===== config.mk =====
export PLATFORM = sky130hd
export DESIGN_NAME = irq_source_dispatcher_flat
export DESIGN_NICKNAME = d
export VERILOG_FILES = /design/src/rtl/irq_source_dispatcher_pkg.sv /design/src/rtl/irq_source_dispatcher_if.sv /design/src/rtl/irq_source_dispatcher_prio_enc.sv /design/src/rtl/irq_source_dispatcher.sv /design/src/flat_wrapper.sv
export SDC_FILE = /design/constraint.sdc
export NUM_CORES = 1
export LEC_CHECK = 0
export ABC_AREA = 1
export BUFFER_PORTS_ARGS = -buffer_cell sky130_fd_sc_hd__buf_2
export CORE_MARGIN = 1.5
export CORE_UTILIZATION = 30
export DETAILED_ROUTE_END_ITERATION = 7
export GPL_TIMING_DRIVEN = 0
export SYNTH_ARGS = -nofsm -noshare
export SYNTH_HDL_FRONTEND = slang
export SYNTH_HIERARCHICAL = 1
export SYNTH_SLANG_ARGS = --single-unit

===== constraint.sdc =====
create_clock -name Clock -period 1.4 [get_ports Clock]
set_input_delay 0.35 -clock Clock [delete_from_list [all_inputs] [get_ports Clock]]
set_output_delay 0.35 -clock Clock [all_outputs]
set_load 0.005 [all_outputs]

===== src/rtl/irq_source_dispatcher_pkg.sv =====
// Shared types and constants for the interrupt source dispatcher.
// Holds the FSM encoding, source/ID widths and an ID-to-one-hot helper.
package irq_pkg;

   localparam int NUM_SRC = 7;
   localparam int ID_W    = 3;
   localparam logic [ID_W-1:0] ID_NONE = 3'd0;

   typedef enum logic [1:0] {
      IDLE    = 2'd0,
      REQ     = 2'd1,
      SERVICE = 2'd2
   } state_e;

   // One-hot mask of the source named by a 1-based ID; ID_NONE gives an empty mask.
   function automatic logic [NUM_SRC-1:0] id_to_mask(input logic [ID_W-1:0] id);
      logic [NUM_SRC-1:0] m;
      m = {NUM_SRC{1'b0}};
      for (int i = 0; i < NUM_SRC; i++) begin
         m[i] = (id == ID_W'(i + 1));
      end
      return m;
   endfunction

endpackage


===== src/rtl/irq_source_dispatcher_if.sv =====
// Dispatch handshake between the interrupt dispatcher (master) and the CPU trap stage (slave).
interface irq_source_dispatcher_if;
   import irq_pkg::*;

   logic            Irq_Valid;
   logic [ID_W-1:0] Irq_Id;
   logic            Irq_Ack;
   logic            Irq_Done;

   modport master (output Irq_Valid, output Irq_Id, input Irq_Ack, input Irq_Done);
   modport slave  (input Irq_Valid, input Irq_Id, output Irq_Ack, output Irq_Done);

endinterface


===== src/rtl/irq_source_dispatcher_prio_enc.sv =====
// Fixed-priority encoder: returns 1-based index of the lowest set bit, 0 when empty.
module irq_prio_enc_7
   import irq_pkg::*;
(
   input  logic [NUM_SRC-1:0] vec,
   output logic [ID_W-1:0]    id
);

   // Lowest index wins, so source 1 has the highest priority.
   always_comb begin
      id = ID_NONE;
      casez (vec)
         7'b??????1: id = 3'd1;
         7'b?????10: id = 3'd2;
         7'b????100: id = 3'd3;
         7'b???1000: id = 3'd4;
         7'b??10000: id = 3'd5;
         7'b?100000: id = 3'd6;
         7'b1000000: id = 3'd7;
         default:    id = ID_NONE;
      endcase
   end

endmodule


===== src/rtl/irq_source_dispatcher.sv =====
// Latches seven interrupt sources with per-source polarity and trigger type,
// then dispatches one at a time by fixed priority over a valid/ack/done handshake.
module irq_source_dispatcher
   import irq_pkg::*;
#(
   parameter logic [NUM_SRC-1:0] BubblesMask = 7'h00,
   parameter logic [NUM_SRC-1:0] EdgeMask    = 7'h7F
)(
   input  logic                  Clock,
   input  logic                  Reset_n,
   input  logic [NUM_SRC-1:0]    Req,
   input  logic [NUM_SRC-1:0]    Enable,
   irq_source_dispatcher_if.master irq,
   output logic [NUM_SRC-1:0]    Pending,
   output logic                  Busy
);

   logic [NUM_SRC-1:0] real_req_s;
   logic [NUM_SRC-1:0] req_q_r;
   logic [NUM_SRC-1:0] pending_r;
   logic [NUM_SRC-1:0] pending_n_s;
   logic [NUM_SRC-1:0] candidate_s;
   logic [ID_W-1:0]    winner_id_s;
   logic [ID_W-1:0]    id_r;
   logic [ID_W-1:0]    id_n_s;
   state_e             state_r;
   state_e             state_n_s;
   logic               valid_r;
   logic               busy_r;
   logic               ack_take_s;
   logic               sel_live_s;

   assign real_req_s  = Req ^ BubblesMask;
   assign candidate_s = pending_r & Enable;
   assign ack_take_s  = (state_r == REQ) && irq.Irq_Ack;
   // The latched source is still eligible only while it is both pending and enabled.
   assign sel_live_s  = |(candidate_s & id_to_mask(id_r));

   irq_prio_enc_7 u_prio (
      .vec (candidate_s),
      .id  (winner_id_s)
   );

   // Pending update: edge sources set on a rise (set beats ack-clear), level sources follow the line.
   always_comb begin
      pending_n_s = pending_r;
      for (int i = 0; i < NUM_SRC; i++) begin
         if (EdgeMask[i]) begin
            if (real_req_s[i] && !req_q_r[i]) begin
               pending_n_s[i] = 1'b1;
            end else if (ack_take_s && (id_r == ID_W'(i + 1))) begin
               pending_n_s[i] = 1'b0;
            end else begin
               pending_n_s[i] = pending_r[i];
            end
         end else begin
            pending_n_s[i] = real_req_s[i];
         end
      end
   end

   // Dispatch FSM next-state and latched ID.
   always_comb begin
      state_n_s = state_r;
      id_n_s    = id_r;
      case (state_r)
         IDLE: begin
            if (|candidate_s) begin
               state_n_s = REQ;
               id_n_s    = winner_id_s;
            end else begin
               state_n_s = IDLE;
               id_n_s    = ID_NONE;
            end
         end
         REQ: begin
            // Ack beats a simultaneous withdrawal; Done is ignored here.
            if (irq.Irq_Ack) begin
               state_n_s = SERVICE;
            end else if (!sel_live_s) begin
               state_n_s = IDLE;
               id_n_s    = ID_NONE;
            end else begin
               state_n_s = REQ;
            end
         end
         SERVICE: begin
            if (irq.Irq_Done) begin
               state_n_s = IDLE;
               id_n_s    = ID_NONE;
            end else begin
               state_n_s = SERVICE;
            end
         end
         default: begin
            state_n_s = IDLE;
            id_n_s    = ID_NONE;
         end
      endcase
   end

   // State, pending and registered outputs.
   always_ff @(posedge Clock or negedge Reset_n) begin
      if (!Reset_n) begin
         state_r   <= IDLE;
         id_r      <= ID_NONE;
         valid_r   <= 1'b0;
         busy_r    <= 1'b0;
         pending_r <= {NUM_SRC{1'b0}};
         req_q_r   <= {NUM_SRC{1'b0}};
      end else begin
         state_r   <= state_n_s;
         id_r      <= id_n_s;
         valid_r   <= (state_n_s == REQ);
         busy_r    <= (state_n_s == SERVICE);
         pending_r <= pending_n_s;
         req_q_r   <= real_req_s;
      end
   end

   assign irq.Irq_Valid = valid_r;
   assign irq.Irq_Id    = id_r;
   assign Pending       = pending_r;
   assign Busy          = busy_r;

endmodule


===== src/flat_wrapper.sv =====
// flat-port wrapper written by rule: the top's interface ports become plain ports
module irq_source_dispatcher_flat import irq_pkg::*;
#(
   parameter logic [NUM_SRC-1:0] BubblesMask = 7'h00,
   parameter logic [NUM_SRC-1:0] EdgeMask    = 7'h7F
)
  (Clock, Reset_n, Req, Enable, Pending, Busy, irq_Irq_Valid, irq_Irq_Id, irq_Irq_Ack, irq_Irq_Done);
  irq_source_dispatcher_if irq_i ();
  input  logic Clock;
  input  logic Reset_n;
  input  logic [NUM_SRC-1:0] Req;
  input  logic [NUM_SRC-1:0] Enable;
  output logic [NUM_SRC-1:0] Pending;
  output logic Busy;
  output wire logic [$bits(irq_i.Irq_Valid)-1:0] irq_Irq_Valid;
  output wire logic [$bits(irq_i.Irq_Id)-1:0] irq_Irq_Id;
  input wire logic [$bits(irq_i.Irq_Ack)-1:0] irq_Irq_Ack;
  input wire logic [$bits(irq_i.Irq_Done)-1:0] irq_Irq_Done;
  assign irq_Irq_Valid = irq_i.Irq_Valid;
  assign irq_Irq_Id = irq_i.Irq_Id;
  assign irq_i.Irq_Ack = irq_Irq_Ack;
  assign irq_i.Irq_Done = irq_Irq_Done;
  irq_source_dispatcher #(.BubblesMask(BubblesMask), .EdgeMask(EdgeMask)) u_core (.Clock(Clock), .Reset_n(Reset_n), .Req(Req), .Enable(Enable), .irq(irq_i), .Pending(Pending), .Busy(Busy));
endmodule

==> run summary, run 1 <==
DP HPWL - 1.77 mm
CTS tree - built
Reg-to-Reg Start - u_core/irq.Irq_Id[2]$_DFFE_PN0P_
Slew headroom - 0.683
Die W - 61.5 um
Crit Path Class - reg -> reg
Skew final - 0.736 ps
Clock sink total - 21
Root buffer cell - clkbuf_4
Worst setup margin - 117 ps
GR Util met1 - 0.174
Die Area - 3780 um^2
Most common cell after layout, fill and taps aside - nand2_1
Critical Path Sink Type - flop
Ys Warns - 6
Synth Register Bits - 21
Fraction of layout cells with a size suffix above 1 - 0.310
Leakage - 0.708 nW
Synth cell types - 19
Worst path max stage delay - 420 ps
Total CTS buffers - 3
GPL Wtd Cong - 0.820
Fin nets - 187
MaxCap Viol Count - 0
Final Hold Viols - 0
# rows - 21
Cell at the slowest stage of the critical path - dfrtp_1
Iter 0 DRT Violations - 39
Clock Latency Late Sink - 310 ps
Reg2Reg Depth - 11
H-tree levels - 1
R2R setup slack - 120 ps
Global Route Usage Sum - 0.136
Grt met2 use - 0.211
First-pass GRT wire length - 3.70 mm
Worst path buffer plus inverter count - 2
Vias - 978
Clock-pin slew on the worst setup and hold paths - 110 ps
CP required - 1610 ps
Syn Area/Cell - 7.77 um^2
WHS Endpoint - u_core/req_q_r[3]$_DFF_PN0_
Final Max Slew Viols - 0
Largest net degree at the start of global routing - 22
Worst slack, placed - 71.6 ps
Final Setup Violations - 0
Fin crit share - 0.916
Max VDD drop - 0.534 mV
Hold Startpoint - Req[3]
Routed len/inst - 11.1 um
Met3 Resource Use GR - 0.0294
Most frequent cells in the layout - 35 x nand2_1, 29 x buf_2, 21 x inv_1, 19 x dfrtp_1
GRT Max-Usage Layer - met2
Ant. Diodes - 0
Status - finished, final reports clean
Initial antenna violation count - 0
Number of nets with antenna violations after routing - 0
Hold WS - 149 ps
Worst Hold Class - in -> reg
Syn Nets - 150
Pre-antenna DRT Iters - 4
Die Span Y - 61.5 um
Reg-to-Reg End - u_core/irq.Irq_Id[1]$_DFFE_PN0P_
Slew @ Worst Pin - 476 ps
Cell family with most CP delay - simple AND/OR/NAND/NOR gates
Synthesized cell area - 1030 um^2
Critical Path Fanout Max - 5
Initial core utilization - 0.310
Max clock buf depth - 2
Number of buffers inserted by port buffering - 28
CP Launch Type - flop
Pwr Density - 1480 nW/um^2
Fmax - 780 MHz
# DRC - 0
Cells on Worst Hold Path - 1
Critical Path, Cell by Cell - buf_6 > inv_4 > nor2_2 > nand2_1 > nand2_1 > nor2_1 > nand2_1 > nand2_2 > nand2_2 > nand2_1 > nand2_1
Cell count after synthesis - 132
Critical path arrival - 1490 ps
Register area share after synthesis - 0.512
Post-route insts no fill - 214
Most common cell on crit path - nand2_1
Core region area - 3310 um^2
Gr ovfl total - 0
Drt via density - 4.57
Period minus WS final - 1280 ps
Layout area overhead - 26.8%
DRT Wirelength - 2.37 mm
Io pins - 30
Dpl cells - 206
Number of global-route vias before repair - 858
Pwr Total - 1.92 mW
Util after Layout - 0.393
## kinds of logic after synthesis
| group | synth area share |
|---|---|
| AND/OR/NAND/NOR | 0.284 |
| flip-flops | 0.512 |
| buffers and inverters | 0.106 |
| AO/OA/AOI/OAI | 0.0976 |
## what timing repair did
item / in CTS / in global routing
setup buffers: 0 / 2
hold endpoints to repair: 21 / 0
endpoints found under the setup margin: 0 / 3
gates resized for setup: 0 / 9
hold buffers: 1 / 0
## worst max path at each step
stage | from | end | slack (ps) | cells after the start
4_1_cts | u_core/irq.Irq_Id[0]$_DFFE_PN0P_ | u_core/irq.Irq_Id[1]$_DFFE_PN0P_ | 100 | 10
3_3_place_gp | Enable[4] | u_core/irq.Irq_Id[2]$_DFFE_PN0P_ | 80 | 11
3_5_place_dp | Enable[4] | u_core/irq.Irq_Id[1]$_DFFE_PN0P_ | 70 | 11
2_1_floorplan | u_core/irq.Irq_Id[2]$_DFFE_PN0P_ | u_core/irq.Irq_Id[1]$_DFFE_PN0P_ | 200 | 11
6_report | u_core/irq.Irq_Id[2]$_DFFE_PN0P_ | u_core/irq.Irq_Id[1]$_DFFE_PN0P_ | 120 | 11
5_1_grt | u_core/irq.Irq_Id[2]$_DFFE_PN0P_ | u_core/irq.Irq_Id[0]$_DFFE_PN0P_ | -10 | 11
## metal layers
layer  wire, um  up-vias  part of all wire
li1           -      481                 -
met1       1060      448              0.45
met2       1130       42              0.48
met3        127        7             0.054
met4         54        0             0.023
met5          0        -                 0
## synthesized netlist by cell type
library cell,count,area share
nand2_1,37,0.14
inv_2,3,0.011
o21bai_1,1,0.0073
clkbuf_1,1,0.0037
o21ai_1,6,0.029
o21ai_0,5,0.024
nand3_1,7,0.034
nand4_1,5,0.030
nor2_4,1,0.011
inv_1,21,0.077
nand2_2,2,0.012
nor2_1,8,0.029
buf_4,1,0.0073
nor2_2,4,0.024
nand3b_1,1,0.0073
clkinv_1,2,0.0073
o211ai_1,3,0.022
a21oi_1,3,0.015
dfrtp_1,21,0.51
## per-stage QoR
stage	TNS, ps	area, um^2
CTS	0	1260
detailed placement	0	1220
global placement	0	1220
floorplan	0	1030
finish	0	1300
global route	-11.9	1300
## registers in the layout (all words and copies together) (netlist names)
register	flops
u_core/Pending	7
u_core/req_q_r	7
u_core/irq.Irq_Id	3
u_core/state_r	2
u_core/Busy	1
u_core/irq.Irq_Valid	1
## cell type report
class	count	area [um^2]
fill	372	2010
sequential	21	528
multi-input combinational	83	404
timing repair buffer	32	170
inverter	26	100
tap	46	57.6
clock buffer	4	26.3
buffer	2	15.0
## power by group
group	leakage, nW	switching, mW	internal (mW)
Sequential	0.231	0.114	0.743
Clock	0.0150	0.185	0.111
Combinational	0.462	0.468	0.299
(Power assumes the default switching activity.)
==> run 2: changes to the inputs <==
Settings changed: BUFFER_PORTS_ARGS -buffer_cell sky130_fd_sc_hd__buf_2 to -buffer_cell sky130_fd_sc_hd__clkbuf_2, PLACE_DENSITY from default to 0.59, SYNTH_HIERARCHICAL 1 to default.
==> run 2 against run 1 <==
The run now ends with hold timing left. Critical path depth is 1 lower. Hold slack worse by 170 ps. Power is 0.58% lower. Area after synthesis is 4.5% lower. Core utilization is 2.3 points higher. Sequential power is 2% higher. Sequential share of layout area is 0.63 points higher. Largest power group unchanged.
==> run summary, run 2 <==
Pre-antenna DRT Iters - 4 (unchanged)
Cell count after synthesis - 121 (was 132)
Synth Register Bits - 21 (unchanged)
Fin crit share - 0.958 (was 0.916)
Pwr Density - 1490 nW/um^2 (was 1480 nW/um^2)
Die Span Y - 60.1 um (was 61.5 um)
Post-synthesis adder-cell area fraction - 0 (unchanged)
Final Setup Violations - 0 (unchanged)
Fmax - 745 MHz (was 780 MHz)
Clock Latency Late Sink - 310 ps (about the same)
Slew @ Worst Pin - 521 ps (was 476 ps)
Area of the multi-input gates - 413 um^2 (was 404 um^2)
Routed wl met3 - 88 um (was 127 um)
Number of global-route vias before repair - 893 (was 858)
Layout area overhead - 30.8% (was 26.8%)
Syn Nets - 139 (was 150)
Area fraction in compound gates after synthesis - 0.0868 (was 0.0976)
Register area - 528 um^2 (unchanged)
Area leader, netlist - dfrtp_1 (unchanged)
Status - complete, but fails checks (was finished, final reports clean)
Fin area - 1280 um^2 (was 1300 um^2)
Top-count cell post-synth - nand2_1 (unchanged)
Most common cell after layout, fill and taps aside - nand2_1 (unchanged)
Crit Path Class - reg -> reg (unchanged)
CP required - 1650 ps (was 1610 ps)
CTS tree - built (unchanged)
Vias - 898 (was 978)
Clock sink total - 21 (unchanged)
Number of buffers inserted by port buffering - 28 (unchanged)
Fin nets - 176 (was 187)
Placed cell area - 1170 um^2 (was 1220 um^2)
Die W - 60.1 um (was 61.5 um)
Core region area - 3080 um^2 (was 3310 um^2)
Critical Path Sink Type - flop (unchanged)
Total CTS buffers - 3 (unchanged)
Initial core utilization - 0.318 (was 0.310)
Worst Hold Class - in -> async (was in -> reg)
DP HPWL - 1.62 mm (was 1.77 mm)
Top Layer Used - met4 (unchanged)
Mux cell area share after synthesis - 0 (unchanged)
Ant. Diodes - 0 (unchanged)
Die Area - 3620 um^2 (was 3780 um^2)
Failing checks - hold timing
Post-synth ARST share - 1.00 (unchanged)
Pwr Total - 1.91 mW (was 1.92 mW)
Max clock buf depth - 2 (unchanged)
Largest family of logic cells by synthesized area - simple AND/OR/NAND/NOR gates (unchanged)
Worst setup margin - 58.6 ps (was 117 ps)
Post-synth EDFFs - 0 (unchanged)
Primary FF master, synth - dfrtp_1 (unchanged)
# rows - 20 (was 21)
Util after Layout - 0.416 (was 0.393)
Max VDD drop - 0.647 mV (was 0.534 mV)
Global Route Usage Sum - 0.137 (was 0.136)
Skew final - 11.7 ps (was 0.736 ps)
H-tree levels - 1 (unchanged)
Most frequent cells in the layout - 32 x nand2_1, 28 x clkbuf_2, 19 x dfrtp_1, 14 x inv_1, 9 x o21ai_0 (was 35 x nand2_1, 29 x buf_2, 21 x inv_1, 19 x dfrtp_1)
Routed len/inst - 10.8 um (was 11.1 um)
Commonest cells post-synth - 38 x nand2_1, 21 x dfrtp_1, 16 x inv_1, 9 x o21ai_0, 7 x nor2_1 (was 37 x nand2_1, 21 x dfrtp_1, 21 x inv_1, 8 x nor2_1, 7 x nand3_1)
Ys Warns - 0 (was 6)
# DRC - 0 (unchanged)
Unrepaired setup endpoints after global routing - true
Io pins - 30 (unchanged)
Metal1 wirelength - 955 um (was 1.06 mm)
GPL Wtd Cong - 0.937 (was 0.820)
Xor/xnor share of the synthesized area - 0 (unchanged)
Period minus WS final - 1340 ps (was 1280 ps)
Slew headroom - 0.653 (was 0.683)
MaxCap Viol Count - 0 (unchanged)
DRT Wirelength - 2.16 mm (was 2.37 mm)
Critical Path Fanout Max - 6 (was 5)
Critical path arrival - 1590 ps (was 1490 ps)
Register area share after synthesis - 0.536 (was 0.512)
Clock-pin slew on the worst setup and hold paths - 120 ps (was 110 ps)
Fillers - 325 (was 372)
Leakage - 0.680 nW (was 0.708 nW)
Cell at the slowest stage of the critical path - dfrtp_2 (was dfrtp_1)
Final Hold Viols - 14 (was 0)
Syn Area/Cell - 8.10 um^2 (was 7.77 um^2)
CP Launch Type - flop (unchanged)
Synthesized cell area - 980 um^2 (was 1030 um^2)
Hold WS - -19.2 ps (was 149 ps)
Root buffer cell - clkbuf_4 (unchanged)
Initial antenna violation count - 0 (unchanged)
Post-route insts no fill - 201 (was 214)
Gr ovfl total - 0 (unchanged)
Top post-synthesis cells by area - dfrtp_1 54%, nand2_1 15%, inv_1 6.1%, o21ai_0 4.6%, nand4_1 3.2% (was dfrtp_1 51%, nand2_1 14%, inv_1 7.7%, nand3_1 3.4%, nand4_1 3.0%)
Critical Path, Cell by Cell - inv_2 > nor2_4 > nand2_2 > nor2_4 > nor2_2 > nand2_1 > nand2_2 > nand2_2 > nand2_1 > nand2_1 (was buf_6 > inv_4 > nor2_2 > nand2_1 > nand2_1 > nor2_1 > nand2_1 > nand2_2 > nand2_2 > nand2_1 > nand2_1)
Post-Synth Simple-Gate Area - 0.296 (was 0.284)
Total Neg Setup Slack - 0 ps (unchanged)
Fraction of layout cells with a size suffix above 1 - 0.376 (was 0.310)
Final Max Slew Viols - 0 (unchanged)
Drt via density - 4.47 (was 4.57)
Worst path max stage delay - 480 ps (was 420 ps)
R2R setup slack - 60 ps (was 120 ps)
First-pass GRT wire length - 3.73 mm (was 3.70 mm)
Number of nets with antenna violations after routing - 0 (unchanged)
Synth cell types - 19 (unchanged)
Dpl cells - 193 (was 206)
Iter 0 DRT Violations - 13 (was 39)
Yosys top cell area share - 0.536 (was 0.512)
Routed met2 length - 1.10 mm (was 1.13 mm)
Largest net degree at the start of global routing - 22 (unchanged)
Worst slack, placed - 63.8 ps (was 71.6 ps)
## run 2: changes by cell type in the layout (fill, tap and decap cells not counted), moves of 3 or more
cell,previous run,this run
buf_2,29,0
clkbuf_2,0,28
inv_1,21,14
nand2_1,35,32
nand2_2,4,8
nor2_2,7,3
nor2_4,1,4
o21ai_0,5,9
## run 2: cell type report
class                   instances  area share
inverters                      18      0.0566
clock inverters                 1     0.00391
clock buffers                   3      0.0176
multi-input cells              80       0.322
well taps                      44      0.0430
flip-flops and latches         21       0.412
repair buffers                 32       0.133
plain buffers                   2      0.0117
## run 2: logic make-up (layout without fill, tap and decap cells)
group	count (synthesis)	count (layout)
AO/OA/AOI/OAI	16	16
AND/OR/NAND/NOR	64	64
flip-flops	21	21
buffers and inverters	20	56
## run 2: what timing repair did
action                                 4_1_cts  5_1_grt
hold buffers                                 0        0
gates resized for setup                      0       19
setup buffers                                0        4
setup endpoints to repair                    0        5
endpoints found under the hold margin        0        0
## run 2: metal layers
metal  track usage  up-vias
met5             0        -
met2         0.228       23
met1         0.177      416
met4        0.0540        0
met3        0.0216        2
li1              -      457
## run 2: path summary, 6_finish.rpt
path | from | endpoint | depth (start not counted)
hold reg to reg | u_core.req_q_r[2]$_DFF_PN0_ | u_core.Pending[2]$_DFFE_PN0P_ | 1
min in group Clock | Req[6] | u_core.req_q_r[6]$_DFF_PN0_ | 1
max in group asynchronous | Reset_n | u_core.irq.Irq_Id[0]$_DFFE_PN0P_ | 1
setup reg to reg | u_core.irq.Irq_Id[1]$_DFFE_PN0P_ | u_core.irq.Irq_Id[2]$_DFFE_PN0P_ | 10
setup / recovery | u_core.irq.Irq_Id[1]$_DFFE_PN0P_ | u_core.irq.Irq_Id[2]$_DFFE_PN0P_ | 10
hold / removal | Reset_n | u_core.req_q_r[6]$_DFF_PN0_ | 1
## run 2: worst max-delay path: cells and delay by family (launching register included)
| kind | cells | cell delay [ps] |
|---|---|---|
| buffers and inverters | 1 | 60 |
| flip-flops | 1 | 480 |
| AND/OR/NAND/NOR | 9 | 730 |
## run 2: power breakdown
part | internal (mW) | switching, mW | leakage, nW
logic | 0.293 | 0.449 | 0.431
clock network | 0.107 | 0.190 | 0.0177
registers | 0.739 | 0.132 | 0.231
